## config.mk

```make
export PLATFORM = sky130hd
export DESIGN_NAME = gpo_access_arbiter
export DESIGN_NICKNAME = d
export VERILOG_FILES = /design/src/rtl/gpo_access_arbiter.sv
export SDC_FILE = /design/constraint.sdc
export NUM_CORES = 1
export LEC_CHECK = 0
export BUFFER_PORTS_ARGS = -buffer_cell sky130_fd_sc_hd__clkbuf_2
export CAP_MARGIN = 10
export CORE_UTILIZATION = 45
export CTS_CLUSTER_SIZE = 20
export DETAILED_ROUTE_END_ITERATION = 10
export GPL_ROUTABILITY_DRIVEN = 0
export GPL_TIMING_DRIVEN = 0
export PLACE_DENSITY = 0.86
export SYNTH_ARGS = -nofsm -noshare
export SYNTH_HDL_FRONTEND = slang
export SYNTH_SLANG_ARGS = --single-unit
```

## constraint.sdc

```tcl
create_clock -name clk -period 5.8 [get_ports clk]
set_clock_uncertainty 0.1 [all_clocks]
set_input_delay 0.29 -clock clk [delete_from_list [all_inputs] [get_ports clk]]
set_output_delay 0.29 -clock clk [all_outputs]
set_load 0.01 [all_outputs]
```

## src/rtl/gpo_access_arbiter.sv

```systemverilog
// Round-robin arbiter sharing the GPO Avalon-MM slave (0=data, 4=bit-set,
// 5=bit-clear) between NUM_REQ requesters. Each granted op becomes one
// single-cycle slave access followed by a one-cycle ack pulse.
module gpo_access_arbiter #(
  parameter int unsigned NUM_REQ = 4,
  parameter int unsigned DATA_W  = 12
) (
  input  logic                      clk,
  input  logic                      reset,
  input  logic [NUM_REQ-1:0]        req,
  input  logic [2*NUM_REQ-1:0]      req_op,
  input  logic [NUM_REQ*DATA_W-1:0] req_data,
  output logic [NUM_REQ-1:0]        ack,
  output logic [DATA_W-1:0]         rsp_data,
  output logic                      busy,
  output logic [2:0]                gpo_address,
  output logic                      gpo_chipselect,
  output logic                      gpo_write_n,
  output logic [31:0]               gpo_writedata,
  input  logic [31:0]               gpo_readdata
);

  localparam int unsigned IDX_W = (NUM_REQ > 1) ? $clog2(NUM_REQ) : 1;

  localparam logic [1:0] OP_WRITE = 2'b00;
  localparam logic [1:0] OP_SET   = 2'b01;
  localparam logic [1:0] OP_CLEAR = 2'b10;
  localparam logic [1:0] OP_READ  = 2'b11;

  typedef enum logic [1:0] {
    IDLE  = 2'd0,
    ISSUE = 2'd1,
    ACK   = 2'd2
  } state_t;

  state_t             state, state_nxt;
  logic [IDX_W-1:0]   rr_ptr, rr_ptr_nxt;
  logic [IDX_W-1:0]   grant, grant_nxt;
  logic [1:0]         op_q, op_nxt;
  logic [NUM_REQ-1:0] ack_nxt;
  logic [DATA_W-1:0]  rsp_nxt;
  logic               busy_nxt;
  logic               cs_nxt;
  logic               wn_nxt;
  logic [2:0]         addr_nxt;
  logic [31:0]        wd_nxt;

  logic               found;
  logic [IDX_W-1:0]   cand;
  logic [IDX_W-1:0]   sel;
  logic [1:0]         sel_op;
  logic [DATA_W-1:0]  sel_data;

  // Only the low DATA_W bits of the slave read bus carry GPO state.
  logic               unused_rd;
  assign unused_rd = ^gpo_readdata;

  // Pick the first pending request after rr_ptr, wrapping modulo NUM_REQ.
  always_comb begin
    found = 1'b0;
    sel   = '0;
    cand  = '0;
    for (int unsigned k = 1; k <= NUM_REQ; k++) begin
      cand = IDX_W'((32'(rr_ptr) + k) % NUM_REQ);
      if (!found && req[cand]) begin
        found = 1'b1;
        sel   = cand;
      end
    end
  end

  // Route the selected requester's op and data.
  always_comb begin
    sel_op   = OP_WRITE;
    sel_data = '0;
    for (int unsigned i = 0; i < NUM_REQ; i++) begin
      if (IDX_W'(i) == sel) begin
        sel_op   = req_op[2*i +: 2];
        sel_data = req_data[DATA_W*i +: DATA_W];
      end
    end
  end

  // Next state and next registered outputs; bus idles unless entering ISSUE.
  always_comb begin
    state_nxt  = state;
    rr_ptr_nxt = rr_ptr;
    grant_nxt  = grant;
    op_nxt     = op_q;
    ack_nxt    = '0;
    rsp_nxt    = rsp_data;
    cs_nxt     = 1'b0;
    wn_nxt     = 1'b1;
    addr_nxt   = 3'd0;
    wd_nxt     = 32'd0;

    unique case (state)
      IDLE: begin
        if (found) begin
          state_nxt  = ISSUE;
          rr_ptr_nxt = sel;
          grant_nxt  = sel;
          op_nxt     = sel_op;
          cs_nxt     = 1'b1;
          unique case (sel_op)
            OP_WRITE: begin addr_nxt = 3'd0; wn_nxt = 1'b0; wd_nxt = 32'(sel_data); end
            OP_SET:   begin addr_nxt = 3'd4; wn_nxt = 1'b0; wd_nxt = 32'(sel_data); end
            OP_CLEAR: begin addr_nxt = 3'd5; wn_nxt = 1'b0; wd_nxt = 32'(sel_data); end
            default:  begin addr_nxt = 3'd0; wn_nxt = 1'b1; wd_nxt = 32'd0;          end
          endcase
        end
      end
      ISSUE: begin
        state_nxt      = ACK;
        ack_nxt[grant] = 1'b1;
        if (op_q == OP_READ) begin
          rsp_nxt = gpo_readdata[DATA_W-1:0];
        end
      end
      ACK: begin
        state_nxt = IDLE;
      end
      default: begin
        state_nxt = IDLE;
      end
    endcase

    busy_nxt = (state_nxt != IDLE);
  end

  // State and registered outputs.
  always_ff @(posedge clk or posedge reset) begin
    if (reset) begin
      state          <= IDLE;
      rr_ptr         <= IDX_W'(NUM_REQ - 1);
      grant          <= '0;
      op_q           <= OP_WRITE;
      ack            <= '0;
      rsp_data       <= '0;
      busy           <= 1'b0;
      gpo_chipselect <= 1'b0;
      gpo_write_n    <= 1'b1;
      gpo_address    <= 3'd0;
      gpo_writedata  <= 32'd0;
    end else begin
      state          <= state_nxt;
      rr_ptr         <= rr_ptr_nxt;
      grant          <= grant_nxt;
      op_q           <= op_nxt;
      ack            <= ack_nxt;
      rsp_data       <= rsp_nxt;
      busy           <= busy_nxt;
      gpo_chipselect <= cs_nxt;
      gpo_write_n    <= wn_nxt;
      gpo_address    <= addr_nxt;
      gpo_writedata  <= wd_nxt;
    end
  end

endmodule

```

==> impl_metrics.csv <==
group,metric,value,unit
clock_tree,cts_root_buffer,"clkbuf_8",
run_status,status,"complete, no violations",
worst_hold_path,hold_path_class,"in -> async",
final_layout,nNetsFinal,415,
floorplanning,rows,24,
route,routed_wl,4890,microns
floorplanning,dieArea,0.00513,sq mm
synthesis,synth-seq-cells,41,
floorplanning,start_util,0.485,
clock_tree,postCtsSetupRepairBufs,0,
sta,drv_slew,0,
clock_tree,clk_latency,0.28,ns
sta,tns,0,ns
final_layout,diodes,0,
setup_path,required,5.89,ns
sta,hold_viol_final,0,
final_layout,drive_gt1_frac,0.530,
synthesis,synthTopCellsByArea,"dfrtp_1 (44%), mux2i_1 (8.7%), buf_4 (7.2%), a211oi_1 (6.9%), mux2_2 (4.1%)",
global_routing,grt.met2_usage,0.341,
setup_path,startpoint_type,"register",
synthesis,syn_area,0.00218,sq mm
clock_tree,clkTransAtPathRegs,0.07,ns
setup_path,arrival,2.72,ns
sta,tightest_slew,0.814,ns
clock_tree,ctsHoldBuffers,0,
global_routing,grt_use_total,0.200,
setup_path,r2r_slack,3.17,ns
final_layout,instances_no_fill,371,
route,viasPerCell,4.81,
placed_design,io_buffers,106,
route,ant_nets,0,
route,drc,0,
sta,setup_violations,0,
synthesis,ys_top_cells_by_count,"dfrtp_1 (38), buf_4 (21), a211oi_1 (20), mux2i_1 (19), nand2_1 (10)",
setup_path,reg2regPathDepth,10,
placed_design,hpwlAfterDp,3900,microns
sta,grt_setup_unrepaired,"false",
synthesis,synth.top_cell.area_share,0.436,
synthesis,synth-edff-count,0,
pwr,p_per_area,460,mW/mm^2
pwr,ir_drop,0.204,mV
synthesis,async_reset_ff_frac,1.00,
clock_tree,cts-resized-gates,0,
sta,setup_ws,3.17,ns
global_routing,grt_pass1_wl,7850,microns
synthesis,synthFlopType,"dfrtp_1",
global_routing,grt_overflow_total,0,
clock_tree,cts_tree,"built",
job,cap_violations,0,
global_routing,grt_use_met1,0.246,
route,wl_per_cell,13.2,microns
floorplanning,die_w,71.7,microns
route,drt_iter0_markers,75,
global_routing,grt-busiest-layer,"met2",
setup_path,worstSetupPathType,"reg -> reg",
synthesis,yosys_warnings,0,
global_routing,grt_max_degree,42,
synthesis,synth_cell_types,35,
placed_design,dpl.cell_count,364,
placed_design,place_area,0.00285,sq mm
global_routing,grt_use_met3,0.0422,
floorplanning,core,0.00450,sq mm
synthesis,yosysMostFrequentCell,"dfrtp_1",
setup_path,slowest_delay,0.59,ns
synthesis,synth-seq-area-share,0.472,
floorplanning,ios,148,
synthesis,synth.largest_area_cell,"dfrtp_1",
clock_tree,clock_path_buffers,2,
setup_path,end_kind,"register",
global_routing,grt_pass1_vias,1694,
sta,timing.fmax,380,MHz
setup_path,crit_slowest_cell,"dfstp_2",
setup_path,r2r_end,"gpo_writedata[4]",
route,vias,1786,
global_routing,antenna_found_initial,0,
final_layout,finalInstanceArea,0.00296,sq mm
pwr,p_leak,1.62,nW
clock_tree,clkSinkCount,41,
floorplanning,die_h,71.7,microns
clock_tree,cts_buffers,5,
final_layout,finish.utilization,0.657,
setup_path,path_max_fanout,10,
setup_path,cp_cell_sequence,"nand2b_1 > a21oi_1 > o221ai_2 > buf_6 > mux2i_1 > mux2i_1 > ha_1 > nand2b_1 > buf_6 > a211oi_1",
final_layout,area_growth,35.5,%
clock_tree,htreeDepth,2,
sta,slew_headroom,0.456,
setup_path,r2r-start,"rr_ptr[1]",
sta,finalCriticalPeriod,2.63,ns
sta,fin_crit_sh,0.454,
synthesis,avgSynthCellArea,11.7,sq um
synthesis,postSynthCellCount,186,
placed_design,pre_cts_slack,3.21,ns
route,firstDrtPassIters,4,
==> worst max-delay path by stage <==
stage | from | end | slack (ns) | cells after the start
after floorplan | rr_ptr[1] | gpo_writedata[2] | 3.55 | 10
after global placement | rr_ptr[1] | gpo_writedata[4] | 3.22 | 10
after detailed placement | rr_ptr[1] | gpo_writedata[4] | 3.21 | 10
after CTS | rr_ptr[1] | gpo_writedata[4] | 3.17 | 10
after global routing | rr_ptr[1] | gpo_writedata[4] | 3.00 | 10
final | rr_ptr[1] | gpo_writedata[4] | 3.17 | 10
==> cells in the final DEF, fill, tap and decap left out, types with 8 or more instances in the layout <==
cell type    n
mux2_2       8
mux2i_1     19
nand2_1     10
clkbuf_2   106
conb_1      21
nor2b_1      9
a211oi_1    20
nor2_1       9
dfrtp_1     38
buf_4       21
==> state kept, by name (all words and copies together), names as in the netlist <==
| signal | count |
|---|---|
| rsp_data | 12 |
| busy | 1 |
| gpo_write_n | 1 |
| rr_ptr | 2 |
| state | 2 |
| gpo_address | 2 |
| ack | 4 |
| gpo_chipselect | 1 |
| grant | 2 |
| gpo_writedata | 12 |
| op_q | 2 |
==> power breakdown <==
part	internal, mW	switching (mW)	total (mW)
registers	0.427	0.0660	0.493
clock network	0.125	0.0894	0.214
logic	0.301	0.350	0.652
==> per-layer routing <==
metal | wire [microns] | share of wire
met2 | 2320 | 0.47
met5 | 0 | 0
met1 | 2080 | 0.43
met4 | 83 | 0.017
met3 | 406 | 0.083
==> through the flow <==
step | power [mW] | hold slack [ns]
detailed placement | 1.16 | 0.382
global route | 1.46 | 0.117
CTS | 1.37 | 0.0716
floorplan | 0.928 | 0.322
global placement | 1.13 | 0.375
finish | 1.36 | 0.0475
==> critical path, delay by kind of cell, from the launching register on <==
kind	cells	cell delay (ns)
fa+ha+maj	1	0.20
compound gates	3	0.46
flops	1	0.59
buf+inv	2	0.39
simple gates	2	0.34
mux	2	0.45
==> cell families (layout without fill, tap and decap cells) <==
| logic type | Yosys count | after routing | synth area share |
|---|---|---|---|
| other | 1 | 21 | 0.00172 |
| AO/OA/AOI/OAI | 31 | 31 | 0.127 |
| buffers and inverters | 35 | 148 | 0.125 |
| adder cells (fa/ha/maj) | 2 | 2 | 0.0115 |
| flip-flops | 41 | 41 | 0.472 |
| AND/OR/NAND/NOR | 44 | 44 | 0.109 |
| multiplexers | 32 | 32 | 0.154 |
==> layout make-up <==
class | instances | area, sq um
Fill cell | 348 | 1550
Tap cell | 52 | 65.1
Sequential cell | 41 | 1030
Buffer | 31 | 258
Timing Repair Buffer | 106 | 531
Clock buffer | 5 | 68.8
Inverter | 4 | 16.3
Multi-Input combinational cell | 130 | 955
Clock inverter | 2 | 35.0
Note: power is estimated with default switching activity, not from simulation.
